### config.mk
export PLATFORM = sky130hd
export DESIGN_NAME = register_32
export DESIGN_NICKNAME = d
export VERILOG_FILES = /design/src/rtl/register_32.sv
export SDC_FILE = /design/constraint.sdc
export NUM_CORES = 1
export LEC_CHECK = 0
export CORE_MARGIN = 4
export CORE_UTILIZATION = 38
export CTS_CLUSTER_DIAMETER = 100
export DETAILED_ROUTE_END_ITERATION = 7
export MAX_ROUTING_LAYER = met4
export PLACE_DENSITY = 0.76
export SLEW_MARGIN = 20
export SYNTH_ARGS = -nofsm -noshare
export SYNTH_HDL_FRONTEND = slang
export SYNTH_SLANG_ARGS = --single-unit
### constraint.sdc
create_clock -name clk -period 0.8 [get_ports clk]
set_input_delay 0.08 -clock clk [delete_from_list [all_inputs] [get_ports clk]]
set_output_delay 0.08 -clock clk [all_outputs]
set_load 0.01 [all_outputs]
### src/rtl/register_32.sv
// rtl/register_32.sv - 32-bit storage register with write enable and asynchronous clear
module register_32 #(
  parameter int          WIDTH       = 32,
  parameter logic [31:0] RESET_VALUE = 32'h00000000
) (
  output logic [WIDTH-1:0] out,
  input  logic [WIDTH-1:0] in,
  input  logic             write,
  input  logic             reset,
  input  logic             clk
);

  // Reset value resized to the register width (truncated or zero-extended).
  localparam logic [WIDTH-1:0] resetBits = WIDTH'(RESET_VALUE);

  // One enable flop per bit, in[i] -> out[i]; bits that reset to 1 use the async-set cell.
  for (genvar i = 0; i < WIDTH; i++) begin : gBit
    if (resetBits[i]) begin : gSet
      enableFlopSet u_cell (
        .q     (out[i]),
        .d     (in[i]),
        .load  (write),
        .preset(reset),
        .clk   (clk)
      );
    end else begin : gClr
      enableFlopClr u_cell (
        .q    (out[i]),
        .d    (in[i]),
        .load (write),
        .clear(reset),
        .clk  (clk)
      );
    end
  end

endmodule

// 1-bit enable flip-flop whose reset state is 0.
module enableFlopClr (
  output logic q,
  input  logic d,
  input  logic load,
  input  logic clear,
  input  logic clk
);

  // Async clear dominates; otherwise the hold/load mux feeds the flop.
  always_ff @(posedge clk or posedge clear) begin
    if (clear) q <= 1'b0;
    else       q <= load ? d : q;
  end

endmodule

// 1-bit enable flip-flop whose reset state is 1.
module enableFlopSet (
  output logic q,
  input  logic d,
  input  logic load,
  input  logic preset,
  input  logic clk
);

  // Async set dominates; otherwise the hold/load mux feeds the flop.
  always_ff @(posedge clk or posedge preset) begin
    if (preset) q <= 1'b1;
    else        q <= load ? d : q;
  end

endmodule

==> metrics.cfg <==
[finish]
syn2layout_area_growth_pct=33.1
num_antenna_cells=0
layout.nets=184
regMostFlops=gBit.gClr.u_cell.q
fin_cells=200
drive_above_1_share_pct=56.0
fill_cells=338
largestRegisters=gBit.gClr.u_cell.q: 32 flops
largest_register_ffs=32

[global_routing]
grtUsageMet3_pct=4.13
gr-usage-met1_pct=13.9
grt_pass1_wl_um=4720
grt_max_degree=33
grt_most_used_layer=met2
grt_pass1_vias=968
antenna_found_initial=0
grt_overflow_total=0
grt_usage_pct=12.2
grt_use_met2_pct=19.3

[clocking]
numCtsBuffers=5
cts-root-buf=clkbuf_8
clkTransAtPathRegs_ns=0.06
clock_latency_ns=0.27
cts_buffer_depth=2
htree_num_levels=2
cts.sinks=32
cts_tree=done

[synthesis]
syn_nets=136
synth_cells=101
syn-cell-area_um2=1590
syn_avg_cell_area_um2=15.7
yosysWarnings=0
synth.distinct_cells=7
synth_seq_cells=32
ys_seq_area_share_pct=50.4

[routing]
drt_first_pass_iters=2
first_iter_violations=35
antenna_left=0
wl_um=3000
wl_per_cell_um=15.0
vias=851
drc=0
vias_per_cell=4.26

[flow_run]
drv_cap=0

[timing]
fin_crit_sh_pct=111
rsz0062_at_grt=yes
slew_headroom_pct=88.4
skew_ns=0
setup-tns-final_ns=-2.82
period_needed_ns=0.889
setup_viol=40
maxSlewViolCount=0
hold_viol=0
setup_ws_ns=-0.0887
fmax_ghz=1.13
worst_slew_pin_slew_ns=0.174

[critical_path]
startpoint_type=register
cp.arrival_ns=0.81
cp_slowest_stage_delay_ns=0.39
regToRegSetupSlack_ns=-0.08
crit_path_end_kind=primary output
critPathBufInv=1
critPathKind=register to primary output
cp.required_ns=0.72
crit_chain=buf_2
cp_max_fo=2
cp_top_family=flip-flops
crit_slowest_cell=dfrtp_1

[place]
dp.cells=187
dp_hpwl_um=2210
gp_congestion=0.706
numPortBuffers=66

[floorplanning]
core_area_um2=4030
start_util_pct=39.4
std_cell_rows=23
die_area_um2=5280
ios=67
die_h_um=72.7
die_x_um=72.7

[outcome]
violations=negative setup slack
status=finished with violations

[power]
leakagePower_uw=0.00104
vdd_ir_drop_max_uv=1080
powerDensity_nw_per_um2=2080

[worst_hold_path]
holdCritPathClass=input pin to asynchronous set/reset pin

[worst paths after layout]
path	startpoint	endpoint	cells after the start
setup / recovery	gBit[12].gClr.u_cell.q	out[12]	1
hold / removal	reset	gBit[6].gClr.u_cell.q	3
setup reg to reg	gBit[7].gClr.u_cell.q	gBit[7].gClr.u_cell.q	2
hold reg to reg	gBit[5].gClr.u_cell.q	gBit[5].gClr.u_cell.q	1
max in group asynchronous	reset	gBit[8].gClr.u_cell.q	3
min in group clk	write	gBit[27].gClr.u_cell.q	3
[metal layers]
layer | up-vias | part of all wire (%)
met4 | 0 | 2.0
met3 | 6 | 6.9
met1 | 410 | 38
met2 | 37 | 53
li1 | 398 | -
met5 | - | 0
[area by class of cell]
class	instances	area [µm²]	share of cell area, %
clock buffer	7	96.3	4.55
clock inverter	1	30.0	1.42
inverter	1	3.75	0.177
multi-input combinational	32	473	22.4
sequential	32	801	37.8
tap	50	62.6	2.96
timing repair buffer	77	649	30.7
[through the flow]
stage | area, µm² | hold slack (ns) | power, µW | setup WS (ns) | utilization, %
finish | 2120 | 0.144 | 4410 | -0.0887 | 52.5
global route | 2120 | 0.156 | 4630 | -0.129 | 52.5
CTS | 2080 | 0.142 | 4440 | -0.0993 | 51.6
detailed placement | 2080 | 0.444 | 2900 | -0.166 | 51.6
global placement | 2080 | 0.431 | 2870 | -0.157 | 51.6
floorplan | 1590 | 0.196 | 2550 | 0.0292 | -
[worst reg2reg max path, stage by stage (launching register included)]
cell and delay (ns):
dfrtp_1 0.38, buf_4 0.13, mux2_4 0.25
[cell families (layout without fill, tap and decap cells)]
logic type,count (synthesis),after routing,synth area share (%)
DFF,32,32,50.4
muxes,32,32,29.8
buffers and inverters,37,86,19.8
[cell usage after synthesis (all sizes together)]
cell type,number,area share (%)
dfrtp,32,50
mux2,32,30
inv,1,0.24
buf,36,20
[power by group]
group | switching (µW) | internal, µW
clock network | 541 | 1100
logic | 311 | 587
registers | 88.9 | 1780
total | 941 | 3470
[cell usage in the layout, fill, tap and decap left out]
cell type	instances
buf_12	3
buf_2	30
buf_4	4
buf_6	7
bufinv_16	1
clkbuf_8	7
clkdlybuf4s50_1	33
dfrtp_1	32
inv_1	1
mux2_2	2
mux2_4	30
[repair_timing]
| action | CTS | global route |
|---|---|---|
| setup buffers | 4 | 1 |
| hold endpoints to repair | 0 | 0 |
| cloned | 0 | 0 |
| hold buffers | 0 | 0 |
| endpoints found under the setup margin | 35 | 39 |
| resized for setup | 129 | 6 |
| pin swaps | 0 | 0 |
No activity file was read; power rests on OpenSTA's default activity.
